`src/rtl/alu_pkg.sv`:
```
// Shared ALU op codes and arbiter FSM state encoding.
package alu_pkg;

  localparam logic [3:0] OP_ADD = 4'b1001;
  localparam logic [3:0] OP_SUB = 4'b0001;
  localparam logic [3:0] OP_XOR = 4'b0010;
  localparam logic [3:0] OP_OR  = 4'b0011;
  localparam logic [3:0] OP_AND = 4'b0100;
  localparam logic [3:0] OP_SLL = 4'b0101;
  localparam logic [3:0] OP_SRL = 4'b1101;
  localparam logic [3:0] OP_NOP = 4'b1111;

  typedef enum logic [1:0] {
    S_IDLE  = 2'd0,
    S_ISSUE = 2'd1,
    S_WAIT  = 2'd2,
    S_RESP  = 2'd3
  } state_e;

endpackage

```
`src/rtl/alu_arbiter_if.sv`:
```
// Requester-side bus of the ALU arbiter: flattened per-requester request
// lanes plus a one-hot held response.
//
// Handshake: a transfer happens on a rising edge where valid and ready are
// both high. req_ready is a one-hot grant; resp_valid is one-hot and stays
// high with resp_data stable until resp_ready of that same requester is high.
interface alu_arbiter_if #(
  parameter int NUM_REQ = 2,
  parameter int XLEN    = 32,
  parameter int OPW     = 4
);
  logic [NUM_REQ-1:0]      req_valid;
  logic [NUM_REQ-1:0]      req_ready;
  logic [NUM_REQ*XLEN-1:0] req_rs1;
  logic [NUM_REQ*XLEN-1:0] req_rs2;
  logic [NUM_REQ*OPW-1:0]  req_op;
  logic [NUM_REQ-1:0]      resp_valid;
  logic [NUM_REQ-1:0]      resp_ready;
  logic [XLEN-1:0]         resp_data;

  // Requesters drive the request lanes and accept responses.
  modport master (
    output req_valid, req_rs1, req_rs2, req_op, resp_ready,
    input  req_ready, resp_valid, resp_data
  );

  // The arbiter grants requests and returns results.
  modport slave (
    input  req_valid, req_rs1, req_rs2, req_op, resp_ready,
    output req_ready, resp_valid, resp_data
  );
endinterface

```
`src/rtl/alu_arbiter_rr_pick.sv`:
```
// Combinational round-robin picker: one-hot grant of the first set request
// bit found searching upward from ptr, wrapping modulo NUM_REQ.
module rr_pick #(
  parameter int NUM_REQ = 2,
  parameter int PW      = $clog2(NUM_REQ)
) (
  input  logic [NUM_REQ-1:0] req,
  input  logic [PW-1:0]      ptr,
  output logic [NUM_REQ-1:0] gnt
);

  // Scan NUM_REQ positions starting at ptr; the first hit wins.
  always_comb begin : pick_proc
    int          s;
    logic        found;
    logic [PW-1:0] idx;
    gnt   = '0;
    found = 1'b0;
    s     = 0;
    idx   = '0;
    for (int k = 0; k < NUM_REQ; k++) begin
      s = int'(ptr) + k;
      if (s >= NUM_REQ) s = s - NUM_REQ;
      idx = PW'(s);
      if (!found && req[idx]) begin
        gnt[idx] = 1'b1;
        found    = 1'b1;
      end
    end
  end

endmodule

```
`src/rtl/alu_arbiter.sv`:
```
// Round-robin front end for a single registered ALU. One operation is in
// flight at a time: accept (IDLE) -> drive ALU (ISSUE) -> ALU result valid
// (WAIT) -> hold response until the owner accepts it (RESP).
module alu_arbiter
  import alu_pkg::*;
#(
  parameter int NUM_REQ = 2,
  parameter int XLEN    = 32,
  parameter int OPW     = 4
) (
  input  logic            clk,
  input  logic            rst,
  alu_arbiter_if.slave    bus,
  output logic [XLEN-1:0] alu_rs1,
  output logic [XLEN-1:0] alu_rs2,
  output logic [OPW-1:0]  alu_op,
  input  logic [XLEN-1:0] alu_result,
  output logic            busy,
  output state_e          state_o
);

  localparam int PW = $clog2(NUM_REQ);

  state_e          state_q, state_d;
  logic [PW-1:0]   rr_ptr_q, rr_ptr_d;
  logic [PW-1:0]   grant_q, grant_d;
  logic [XLEN-1:0] rs1_q, rs1_d;
  logic [XLEN-1:0] rs2_q, rs2_d;
  logic [OPW-1:0]  op_q, op_d;
  logic [XLEN-1:0] resp_data_q, resp_data_d;

  logic [NUM_REQ-1:0] pick;

  rr_pick #(.NUM_REQ(NUM_REQ), .PW(PW)) u_pick (
    .req (bus.req_valid),
    .ptr (rr_ptr_q),
    .gnt (pick)
  );

  // State and datapath registers; reset drops any in-flight operation.
  always_ff @(posedge clk) begin
    if (rst) begin
      state_q     <= S_IDLE;
      rr_ptr_q    <= '0;
      grant_q     <= '0;
      rs1_q       <= '0;
      rs2_q       <= '0;
      op_q        <= OPW'(OP_NOP);
      resp_data_q <= '0;
    end else begin
      state_q     <= state_d;
      rr_ptr_q    <= rr_ptr_d;
      grant_q     <= grant_d;
      rs1_q       <= rs1_d;
      rs2_q       <= rs2_d;
      op_q        <= op_d;
      resp_data_q <= resp_data_d;
    end
  end

  // Next-state logic: latch the granted lane on accept, capture the ALU
  // result in WAIT, release on the owner's resp_ready.
  always_comb begin
    state_d     = state_q;
    rr_ptr_d    = rr_ptr_q;
    grant_d     = grant_q;
    rs1_d       = rs1_q;
    rs2_d       = rs2_q;
    op_d        = op_q;
    resp_data_d = resp_data_q;
    case (state_q)
      S_IDLE: begin
        if (|(bus.req_valid & bus.req_ready)) begin
          for (int i = 0; i < NUM_REQ; i++) begin
            if (pick[i]) begin
              grant_d  = PW'(i);
              rs1_d    = bus.req_rs1[i*XLEN +: XLEN];
              rs2_d    = bus.req_rs2[i*XLEN +: XLEN];
              op_d     = bus.req_op[i*OPW +: OPW];
              rr_ptr_d = (i == NUM_REQ - 1) ? '0 : PW'(i + 1);
            end
          end
          state_d = S_ISSUE;
        end
      end
      S_ISSUE: state_d = S_WAIT;
      S_WAIT: begin
        resp_data_d = alu_result;
        state_d     = S_RESP;
      end
      S_RESP: begin
        if (bus.resp_ready[grant_q]) state_d = S_IDLE;
      end
      default: state_d = S_IDLE;
    endcase
  end

  // Outputs decoded from state: grant only in IDLE outside reset, ALU lines
  // parked at zero/NOP unless an operation is being executed.
  always_comb begin
    bus.req_ready  = (state_q == S_IDLE && !rst) ? pick : '0;
    bus.resp_data  = resp_data_q;
    bus.resp_valid = '0;
    for (int i = 0; i < NUM_REQ; i++) begin
      bus.resp_valid[i] = (state_q == S_RESP) && (grant_q == PW'(i));
    end
    if (state_q == S_ISSUE || state_q == S_WAIT) begin
      alu_rs1 = rs1_q;
      alu_rs2 = rs2_q;
      alu_op  = op_q;
    end else begin
      alu_rs1 = '0;
      alu_rs2 = '0;
      alu_op  = OPW'(OP_NOP);
    end
    busy    = (state_q != S_IDLE);
    state_o = state_q;
  end

endmodule
```
`src/flat_wrapper.sv`:
```
// flat-port wrapper written by rule: the top's interface ports become plain ports
module alu_arbiter_flat import alu_pkg::*;
#(
  parameter int NUM_REQ = 2,
  parameter int XLEN    = 32,
  parameter int OPW     = 4
)
  (clk, rst, alu_rs1, alu_rs2, alu_op, alu_result, busy, state_o, bus_req_valid, bus_req_rs1, bus_req_rs2, bus_req_op, bus_resp_ready, bus_req_ready, bus_resp_valid, bus_resp_data);
  alu_arbiter_if #(.NUM_REQ(NUM_REQ), .XLEN(XLEN), .OPW(OPW)) bus_i ();
  input  logic clk;
  input  logic rst;
  output logic [XLEN-1:0] alu_rs1;
  output logic [XLEN-1:0] alu_rs2;
  output logic [OPW-1:0] alu_op;
  input  logic [XLEN-1:0] alu_result;
  output logic busy;
  output state_e state_o;
  input wire logic [$bits(bus_i.req_valid)-1:0] bus_req_valid;
  input wire logic [$bits(bus_i.req_rs1)-1:0] bus_req_rs1;
  input wire logic [$bits(bus_i.req_rs2)-1:0] bus_req_rs2;
  input wire logic [$bits(bus_i.req_op)-1:0] bus_req_op;
  input wire logic [$bits(bus_i.resp_ready)-1:0] bus_resp_ready;
  output wire logic [$bits(bus_i.req_ready)-1:0] bus_req_ready;
  output wire logic [$bits(bus_i.resp_valid)-1:0] bus_resp_valid;
  output wire logic [$bits(bus_i.resp_data)-1:0] bus_resp_data;
  assign bus_i.req_valid = bus_req_valid;
  assign bus_i.req_rs1 = bus_req_rs1;
  assign bus_i.req_rs2 = bus_req_rs2;
  assign bus_i.req_op = bus_req_op;
  assign bus_i.resp_ready = bus_resp_ready;
  assign bus_req_ready = bus_i.req_ready;
  assign bus_resp_valid = bus_i.resp_valid;
  assign bus_resp_data = bus_i.resp_data;
  alu_arbiter #(.NUM_REQ(NUM_REQ), .XLEN(XLEN), .OPW(OPW)) u_core (.clk(clk), .rst(rst), .bus(bus_i), .alu_rs1(alu_rs1), .alu_rs2(alu_rs2), .alu_op(alu_op), .alu_result(alu_result), .busy(busy), .state_o(state_o));
endmodule
```
`config.mk`:
```
export PLATFORM = sky130hd
export DESIGN_NAME = alu_arbiter_flat
export DESIGN_NICKNAME = d
export VERILOG_FILES = /design/src/rtl/alu_pkg.sv /design/src/rtl/alu_arbiter_if.sv /design/src/rtl/alu_arbiter_rr_pick.sv /design/src/rtl/alu_arbiter.sv /design/src/flat_wrapper.sv
export SDC_FILE = /design/constraint.sdc
export NUM_CORES = 1
export LEC_CHECK = 0
export ABC_CLOCK_PERIOD_IN_PS = 1600
export CAP_MARGIN = 20
export CORE_ASPECT_RATIO = 2
export CORE_UTILIZATION = 34
export DETAILED_ROUTE_END_ITERATION = 6
export PLACE_DENSITY = 0.83
export SYNTH_ARGS = -nofsm -noshare
export SYNTH_HDL_FRONTEND = slang
export SYNTH_SLANG_ARGS = --single-unit
```
`constraint.sdc`:
```
create_clock -name clk -period 1.6 [get_ports clk]
set_input_delay 0.32 -clock clk [delete_from_list [all_inputs] [get_ports clk]]
set_output_delay 0.32 -clock clk [all_outputs]
set_load 0.01 [all_outputs]
```
### After elaboration in Yosys (flattened, before gate mapping)

Cells that the tools add are included.

| word-level totals | value |
|---|---|
| register bits | 104 |
| latch bits | 0 |
| bits in writable memories | 0 |
| ROM bits | 0 |
| input port bits | 174 |
| output and inout bits | 107 |
| logic and storage cells | 72 |
| memories | 0 |

| cells by class | value |
|---|---|
| add/subtract/negate cells | 3 |
| $mul | 0 |
| div/mod/pow operators | 0 |
| magnitude comparators | 7 |
| eq/ne operators | 5 |
| shift operators | 0 |
| mux-type cells | 32 |
| bitwise operators | 3 |
| reduce and logical (&&, ||, !) cells | 15 |

Operators with widths:

| operator | number |
|---|---|
| $mux W32 | 6 |
| $mux W1 | 15 |
| $mux W4 | 3 |
| $mux W2 | 5 |
| $pmux W2 S4 | 1 |
| $logic_and A1 B1 Y1 | 6 |
| $lt A1 B2 Y1 const B | 3 |
| $eq A2 B2 Y1 const B | 2 |
| $ne A2 B1 Y1 const B | 2 |
| $reduce_bool A2 Y1 | 2 |
| $reduce_and A3 Y1 | 1 |
| $add A1 B1 Y2 const B | 1 |
| $and A2 B2 Y2 | 1 |
| $demux W1 S1 | 2 |
| $eq A2 B1 Y1 const B | 1 |
| $ge A1 B1 Y1 const B | 2 |
| $ge A1 B2 Y1 const B | 1 |
| $ge A2 B2 Y1 const B | 1 |
| $logic_not A1 Y1 | 2 |
| $logic_not A2 Y1 | 1 |
| $or A2 B2 Y2 | 1 |
| $reduce_and A2 Y1 | 1 |
| $reduce_or A2 Y1 | 1 |
| $sub A1 B1 Y1 const B | 2 |
| other kinds (2) | 2 |

### Depth between registers and ports, before layout

Gate-level depths: netlist of run 1.

| depth | value |
|---|---|
| depth after elaboration | 14 |
| gate-level depth with buffers | 8 |
| gate-level depth less buffers | 6 |

### Cells and area by module

From an unflattened synthesis of run 1, not the netlist that was laid out.

| unflattened totals | value |
|---|---|
| cells, all modules | 527 |
| area, all modules | 5,376.4 um^2 |

By module, submodules not included:

| module | instances | cells an instance | area an instance (um^2) | sequential area each (um^2) |
|---|---|---|---|---|
| alu_arbiter | 1 | 524 | 5,357.6 | 2,082.0 |
| rr_pick | 1 | 3 | 18.8 | 0.0 |

### Worst setup path after synthesis of run 1

Ideal clock, no wire load.

| timing | value |
|---|---|
| path kind | register -> output |
| start point | reg u_core.state_q[0], in the netlist u_core.state_o[0] |
| end point | out alu_rs1[20] |
| arrival time | 1.481 ns |
| data required time | 1.280 ns |
| setup slack | -0.201 ns |
| stages on the path, launching flop included | 6 |
| path buffers | 2 |
| cell sequence | dfxtp_1 -> inv_1 -> ha_1 -> clkbuf_1 -> clkbuf_1 -> and2_1 |

| on the way | value |
|---|---|
| longest elaborated chain between the ends | 3 |

RTL lines:

| element | line | RTL |
|---|---|---|
| start: declaration | alu_arbiter.sv:24 | `state_e state_q, state_d;` |
| start signal: assignment | alu_arbiter.sv:51 | `state_q <= state_d;` |
| $eq A2 B1 Y1 / $eq A2 B2 Y1 (equally long branches) | alu_arbiter.sv:107 | `if (state_q == S_ISSUE \|\| state_q == S_WAIT) begin` |
| $logic_or A1 B1 Y1 * | alu_arbiter.sv:107 |  |
| $mux W32 * | alu_arbiter.sv:107 |  |
| end: declaration | flat_wrapper.sv:12 | `output logic [XLEN-1:0] alu_rs1;` |

Every way passes the cells marked *; elsewhere a longest branch is shown, timed or not.

### Final worst setup path of run 1

| timing | value |
|---|---|
| start point | reg u_core.state_q[1], in the netlist u_core.state_o[1] |
| end point | reg u_core.rs2_q[10] |

| on the way | value |
|---|---|
| longest elaborated chain between the ends | 6 |

RTL lines:

| element | line | RTL |
|---|---|---|
| $logic_not A2 Y1 * | alu_arbiter.sv:71, alu_arbiter.sv:101 |  |
| $logic_and A1 B1 Y1 | alu_arbiter.sv:101 | `bus.req_ready = (state_q == S_IDLE && !rst) ? pick : '0;` |
| $mux W2 | alu_arbiter.sv:101 |  |
| $and A2 B2 Y2 | alu_arbiter.sv:73 | `if (\|(bus.req_valid & bus.req_ready)) begin` |
| $reduce_or A2 Y1 | alu_arbiter.sv:73 |  |
| $reduce_and A3 Y1 (no source line) * | -- |  |
| end signal: assignment | alu_arbiter.sv:55 | `rs2_q <= rs2_d;` |
| end: declaration | alu_arbiter.sv:28 | `logic [XLEN-1:0] rs2_q, rs2_d;` |

Marked as above.
A chain may end at the register's enable or synchronous reset.

==> results of run 1 <==
cells by family (layout without fill, tap and decap cells):
family | Yosys count | after routing | synth area share
compound gates | 79 | 79 | 0.161
fa+ha+maj | 4 | 4 | 0.0111
buf+inv | 51 | 369 | 0.0593
flops | 104 | 104 | 0.461
mux | 50 | 50 | 0.111
simple gates | 183 | 183 | 0.197
path summary, 6_finish.rpt:
kind                            slack [ns]  cells past startpoint                     start                  endpoint
worst max-delay path                 -0.38                      9         u_core.state_o[1]          u_core.rs2_q[10]
worst min-delay path                  0.24                      2                       rst            u_core.grant_q
worst max register to register       -0.38                      9         u_core.state_o[1]          u_core.rs2_q[10]
worst min register to register        0.49                      2  u_core.bus.resp_data[21]  u_core.bus.resp_data[21]
metrics by stage:
step | std cells | power [mW] | hold WS [ns] | setup WS, ns
final | 941 | 12.8 | 0.241 | -0.382
after detailed placement | 886 | 8.33 | 0.476 | -0.412
after floorplan | 471 | 5.90 | 0.419 | 0.0112
after CTS | 946 | 12.7 | 0.230 | -0.358
after global routing | 941 | 13.4 | 0.239 | -0.396
after global placement | 886 | 8.15 | 0.466 | -0.423
report_power, final:
group          switching [mW]  internal, mW
sequential              0.329          3.13
clock                    1.02          1.12
combinational            3.19          4.06
total                    4.53          8.31
synth_stat cells (all sizes together):
cell and number:
a211oi 18, a21oi 3, a221oi 4, a222oi 47, and2 66, buf 26, clkbuf 18, dfxtp 104
ha 4, inv 7, mux2i 50, nand2 10, nand2b 6, nor2 97, nor2b 2, o211a 1
o211ai 2, o21ai 2, o32ai 1, o41ai 1, or2 1, or3b 1
flip-flops by register name, indices dropped and copies added (netlist names):
name / count
u_core.bus.resp_data: 32
u_core.rs2_q: 32
u_core.rr_ptr_q: 1
u_core.state_o: 2
u_core.rs1_q: 32
u_core.op_q: 4
u_core.grant_q: 1
what timing repair did:
action,4_1_cts,5_1_grt
gates resized for setup,388,87
cloned,19,3
endpoints found under the setup margin,144,149
pin swaps,60,20
setup buffers,27,5
layout make-up:
class                      count  area share
clock buffer                  10      0.0271
sequential                   104       0.237
timing repair buffer         346       0.425
tap                          152      0.0216
multi-input combinational    316       0.280
clock inverter                 6     0.00568
inverter                       7     0.00355
per-layer routing:
metal / part of all wire / up-vias / GRT usage / wire [um]
li1: - / 2314 / - / -
met1: 0.34 / 2429 / 0.254 / 6410
met2: 0.55 / 298 / 0.480 / 10300
met3: 0.060 / 56 / 0.0520 / 1130
met4: 0.044 / 0 / 0.125 / 818
met5: 0 / - / 0 / 0
==> results.py, run 1 <==
metrics = {
    "synth": {
        "synth.distinct_cells": 28,
        "synth_area_per_cell_um2": 9.58,
        "synth_cells": 471,
        "ys_ff_latch": 104,
        "syn-num-nets": 649,
        "yosysWarnings": 0,
        "yosysSeqAreaShare": 0.461,
        "yosysTopAreaCell": "dfxtp_1",
        "yosys-top-cells-area": "dfxtp_1, mux2i_1, a222oi_1",
        "synth_area_mm2": 0.00451,
        "synth_top_area_frac": 0.461,
    },
    "routing": {
        "drc": 11,
        "route.vias.total": 5097,
        "ant_nets": 0,
        "wl_per_cell_um": 19.9,
        "vias_per_cell": 5.42,
        "first_iter_violations": 478,
        "first_pass_iters": 7,
        "wl_um": 18700,
    },
    "die": {
        "dieHeight_um": 165,
        "core_area_mm2": 0.0130,
        "fp.dieW_um": 83.5,
        "start_util": 0.347,
        "die_area_mm2": 0.0138,
        "row_count": 59,
        "pin_count": 281,
    },
    "global_routing": {
        "grt_first_pass_wirelength_um": 26800,
        "overflow": 0,
        "grt_pass1_vias": 5155,
        "antenna_found_initial": 0,
        "grt_usage": 0.251,
        "grt_max_degree": 103,
    },
    "sta": {
        "fin_ws_ns": -0.382,
        "worst_clock_skew_ns": 0.00880,
        "min_period_over_period": 1.24,
        "timing.final.hold_violations": 0,
        "period_needed_ns": 1.98,
        "fmax_ghz": 0.505,
        "tightestPinTransition_ns": 1.24,
        "rsz0062_at_grt": "true",
        "setup_viol": 140,
        "relSlewSlack": 0.170,
        "fin_tns_setup_ns": -25.45,
        "drv_slew": 0,
    },
    "clock_network": {
        "insertion_delay_ns": 0.34,
        "clkTransAtPathRegs_ns": 0.07,
        "cts_tree": "done",
        "root_buffer": "clkbuf_16",
        "clk_path_buf_depth": 2,
        "htreeDepth": 3,
        "clock_sinks": 104,
        "cts.hold.buffers_added": 0,
        "cts_buffers": 9,
    },
    "setup_path": {
        "path_class": "register to register",
        "cp_max_fo": 8,
        "cp-start-kind": "register",
        "path_cells": "inv_4 -> ha_4 -> nor2b_4 -> o211a_4 -> buf_12 -> buf_8 -> buf_12 -> a222oi_1 -> nor2_1",
        "slowest_delay_ns": 0.46,
        "path_delay_family": "compound AO/OA/AOI/OAI gates",
        "crit_top_cell": "buf_12",
        "cp-end-kind": "register",
        "cp_num_buf_inv": 4,
        "critPathRequiredTime_ns": 1.77,
        "critPathSlowestCell": "a222oi_1",
        "crit_arrival_ns": 2.15,
    },
    "finish": {
        "antenna_cells": 0,
        "fin_nets": 962,
        "final-seq-area_mm2": 0.00209,
        "area_growth_pct": 95.5,
        "multi_input_area_mm2": 0.00247,
        "layout_commonest_cell": "clkdlybuf4s50_1",
        "drive_above_1_share": 0.297,
        "final_cell_mix": "clkdlybuf4s50_1, dfxtp_1, nor2_1",
        "final_area_mm2": 0.00882,
        "final_core_util": 0.679,
        "nFillCells": 955,
    },
    "placed_design": {
        "dpl_cell_area_mm2": 0.00757,
        "dp_hpwl_um": 11300,
        "globalplace.congestion": 0.792,
        "io_buffers": 280,
    },
    "run_status": {
        "outcome": "finished with violations",
        "violations": "DRC, setup timing",
    },
    "power": {
        "vdd_drop_max_mv": 0.839,
        "leakagePower_nw": 3.72,
        "powerDensity_mw_per_mm2": 1460,
    },
    "run": {
        "cap_violations": 0,
    },
    "hold_path": {
        "hp-class": "primary input to register",
    },
}
Power figures use the tool's default switching activity.
==> inputs of run 2 (changes only) <==
--- a/config.mk
+++ b/config.mk
@@ -12,4 +12,5 @@
 export DETAILED_ROUTE_END_ITERATION = 6
 export PLACE_DENSITY = 0.83
+export REMOVE_ABC_BUFFERS = 1
 export SYNTH_ARGS = -nofsm -noshare
 export SYNTH_HDL_FRONTEND = slang
==> constraint.sdc (replaced) <==
create_clock -name clk -period 1.6 [get_ports clk]
set_input_delay 0.32 -clock clk [delete_from_list [all_inputs] [get_ports clk]]
set_output_delay 0.32 -clock clk [all_outputs]
set_load 0.02 [all_outputs]
==> run 2 against run 1 <==
Compared with the run above:
- clock power rose by 7%
- critical path depth fell by 3
- sequential share of layout area rose by 1.5 points
- clock skew rose by 0.0017 ns
- sequential power fell by 1%
- combinational power fell by 17%
- final cell count fell by 2.9%
- critical path type is now register to output port
- total power fell by 8.5%
- global-route usage fell by 1.6 points
- critical endpoint is now alu_rs2[11]
- the flow finishes with violations (setup timing)
- highest routed layer unchanged
- core utilization fell by 4.1 points
- non-clock buffer count fell by 27
==> results.py, run 2 (synthesis gave the netlist of run 1 again) <==
metrics = {
    "placed_design": {
        "dp_hpwl_um": 11600,
        "io_buffers": 280,
        "place_ws_ns": -0.565,
        "globalplace.congestion": 0.776,
        "dpl_cell_area_mm2": 0.00754,
    },
    "setup_path": {
        "startpoint": "u_core.state_o[1]",
        "critPathRequiredTime_ns": 1.28,
        "path_class": "register to output port",
        "path_depth": 6,
        "cp-start-kind": "register",
        "cp-end-kind": "output port",
        "r2r-end": "u_core.rs2_q[4]",
        "cp_num_buf_inv": 4,
        "r2r_start": "u_core.state_o[0]",
        "critPathSlowestCell": "dfxtp_2",
        "crit_path_end": "alu_rs2[11]",
        "path_cells": "inv_2 -> ha_4 -> buf_6 -> buf_16 -> and2_4 -> buf_6",
        "rrSetupSlack_ns": -0.10,
        "crit_arrival_ns": 1.55,
        "path_delay_family": "buffers and inverters",
        "crit_top_cell": "buf_6",
        "slowest_delay_ns": 0.34,
        "worstRegToRegCells": 8,
        "cp_max_fo": 9,
    },
    "routing": {
        "wl_per_cell_um": 18.9,
        "drc": 0,
        "route.vias.total": 4863,
        "ant_nets": 0,
        "first_pass_iters": 5,
        "first_iter_violations": 344,
        "vias_per_cell": 5.32,
        "wl_um": 17300,
    },
    "finish": {
        "layout_commonest_cell": "clkdlybuf4s50_1",
        "drive_above_1_share": 0.234,
        "final_cell_mix": "clkdlybuf4s50_1, dfxtp_1, nor2_1",
        "antenna_cells": 0,
        "area_growth_pct": 83.5,
        "fin_nets": 935,
        "final_area_mm2": 0.00828,
    },
    "run": {
        "cap_violations": 0,
    },
    "sta": {
        "tightestPinTransition_ns": 0.623,
        "drv_slew": 0,
        "fin_ws_ns": -0.267,
        "setup_viol": 116,
        "fmax_ghz": 0.536,
        "worst_clock_skew_ns": 0.0105,
        "fin_tns_setup_ns": -16.70,
        "min_period_over_period": 1.17,
        "rsz0062_at_grt": "true",
        "whs_ns": 0.482,
        "relSlewSlack": 0.585,
        "period_needed_ns": 1.87,
        "timing.final.hold_violations": 0,
    },
    "clock_network": {
        "cts.hold.buffers_added": 0,
        "insertion_delay_ns": 0.34,
        "clk_path_buf_depth": 2,
        "root_buffer": "clkbuf_16",
        "htreeDepth": 3,
        "cts_buffers": 9,
        "clock_sinks": 104,
        "cts_tree": "done",
        "clkTransAtPathRegs_ns": 0.07,
    },
    "global_routing": {
        "antenna_found_initial": 0,
        "grt_max_degree": 60,
        "grt_usage": 0.235,
        "overflow": 0,
        "grt_pass1_vias": 4921,
        "grt_first_pass_wirelength_um": 25300,
    },
    "die": {
        "start_util": 0.347,
        "dieHeight_um": 165,
        "core_area_mm2": 0.0130,
        "pin_count": 281,
        "fp.dieW_um": 83.5,
        "die_area_mm2": 0.0138,
        "row_count": 59,
    },
    "run_status": {
        "outcome": "finished with violations",
        "violations": "setup timing",
    },
    "hold_path": {
        "hp-class": "register to register",
    },
    "power": {
        "leakagePower_nw": 3.53,
        "powerDensity_mw_per_mm2": 1420,
        "vdd_drop_max_mv": 0.971,
    },
}
-- run 2: tightest hold or removal path, stage by stage (launching register included) --
cell	delay, ns
dfxtp_1	0.32
a221oi_1	0.07
nand2_1	0.06
-- run 2: how the worst min path moves through the flow --
stage	from	end	slack (ns)	cells after the start
floorplan	rst	u_core.state_o[1]	0.39	1
global placement	u_core.op_q[1]	u_core.op_q[1]	0.47	2
detailed placement	u_core.op_q[3]	u_core.op_q[3]	0.47	2
CTS	rst	u_core.grant_q	0.45	4
global route	rst	u_core.grant_q	0.48	4
finish	u_core.op_q[3]	u_core.op_q[3]	0.48	2
-- run 2: final cells by class --
type                    instances  area (um^2)
clock inverters                 6         72.6
clock buffers                  10          239
fillers                      1107         4710
well taps                     152          190
repair buffers                319         3350
inverters                       7         28.8
flip-flops and latches        104         2080
multi-input cells             316         2320
-- run 2: where the power goes --
part / leakage, nW / switching (mW) / internal [mW]
Clock: 0.155 / 1.01 / 1.28
Sequential: 0.851 / 0.292 / 3.13
Combinational: 2.52 / 3.02 / 3.02
Total: 3.53 / 4.32 / 7.43
-- run 2: per-stage QoR --
| stage | cells | utilization | total power, mW |
|---|---|---|---|
| after detailed placement | 884 | 0.581 | 8.56 |
| final | 914 | 0.637 | 11.7 |
| after floorplan | 427 | - | 5.95 |
| after global routing | 914 | 0.637 | 12.3 |
| after CTS | 915 | 0.622 | 11.6 |
| after global placement | 884 | 0.581 | 8.36 |
-- run 2: repair_timing --
| item | in CTS | in global routing |
|---|---|---|
| cloned | 9 | 1 |
| gates resized for setup | 448 | 72 |
| pin swaps | 17 | 14 |
| endpoints found under the hold margin | 0 | 0 |
| setup buffers | 6 | 0 |
| endpoints found under the setup margin | 167 | 138 |
-- run 2: layer usage --
| layer | vias up | track usage | wire [um] |
|---|---|---|---|
| li1 | 2262 | - | - |
| met1 | 2314 | 0.225 | 5700 |
| met2 | 230 | 0.465 | 9800 |
| met3 | 57 | 0.0490 | 1020 |
| met4 | 0 | 0.117 | 736 |
| met5 | - | 0 | 0 |
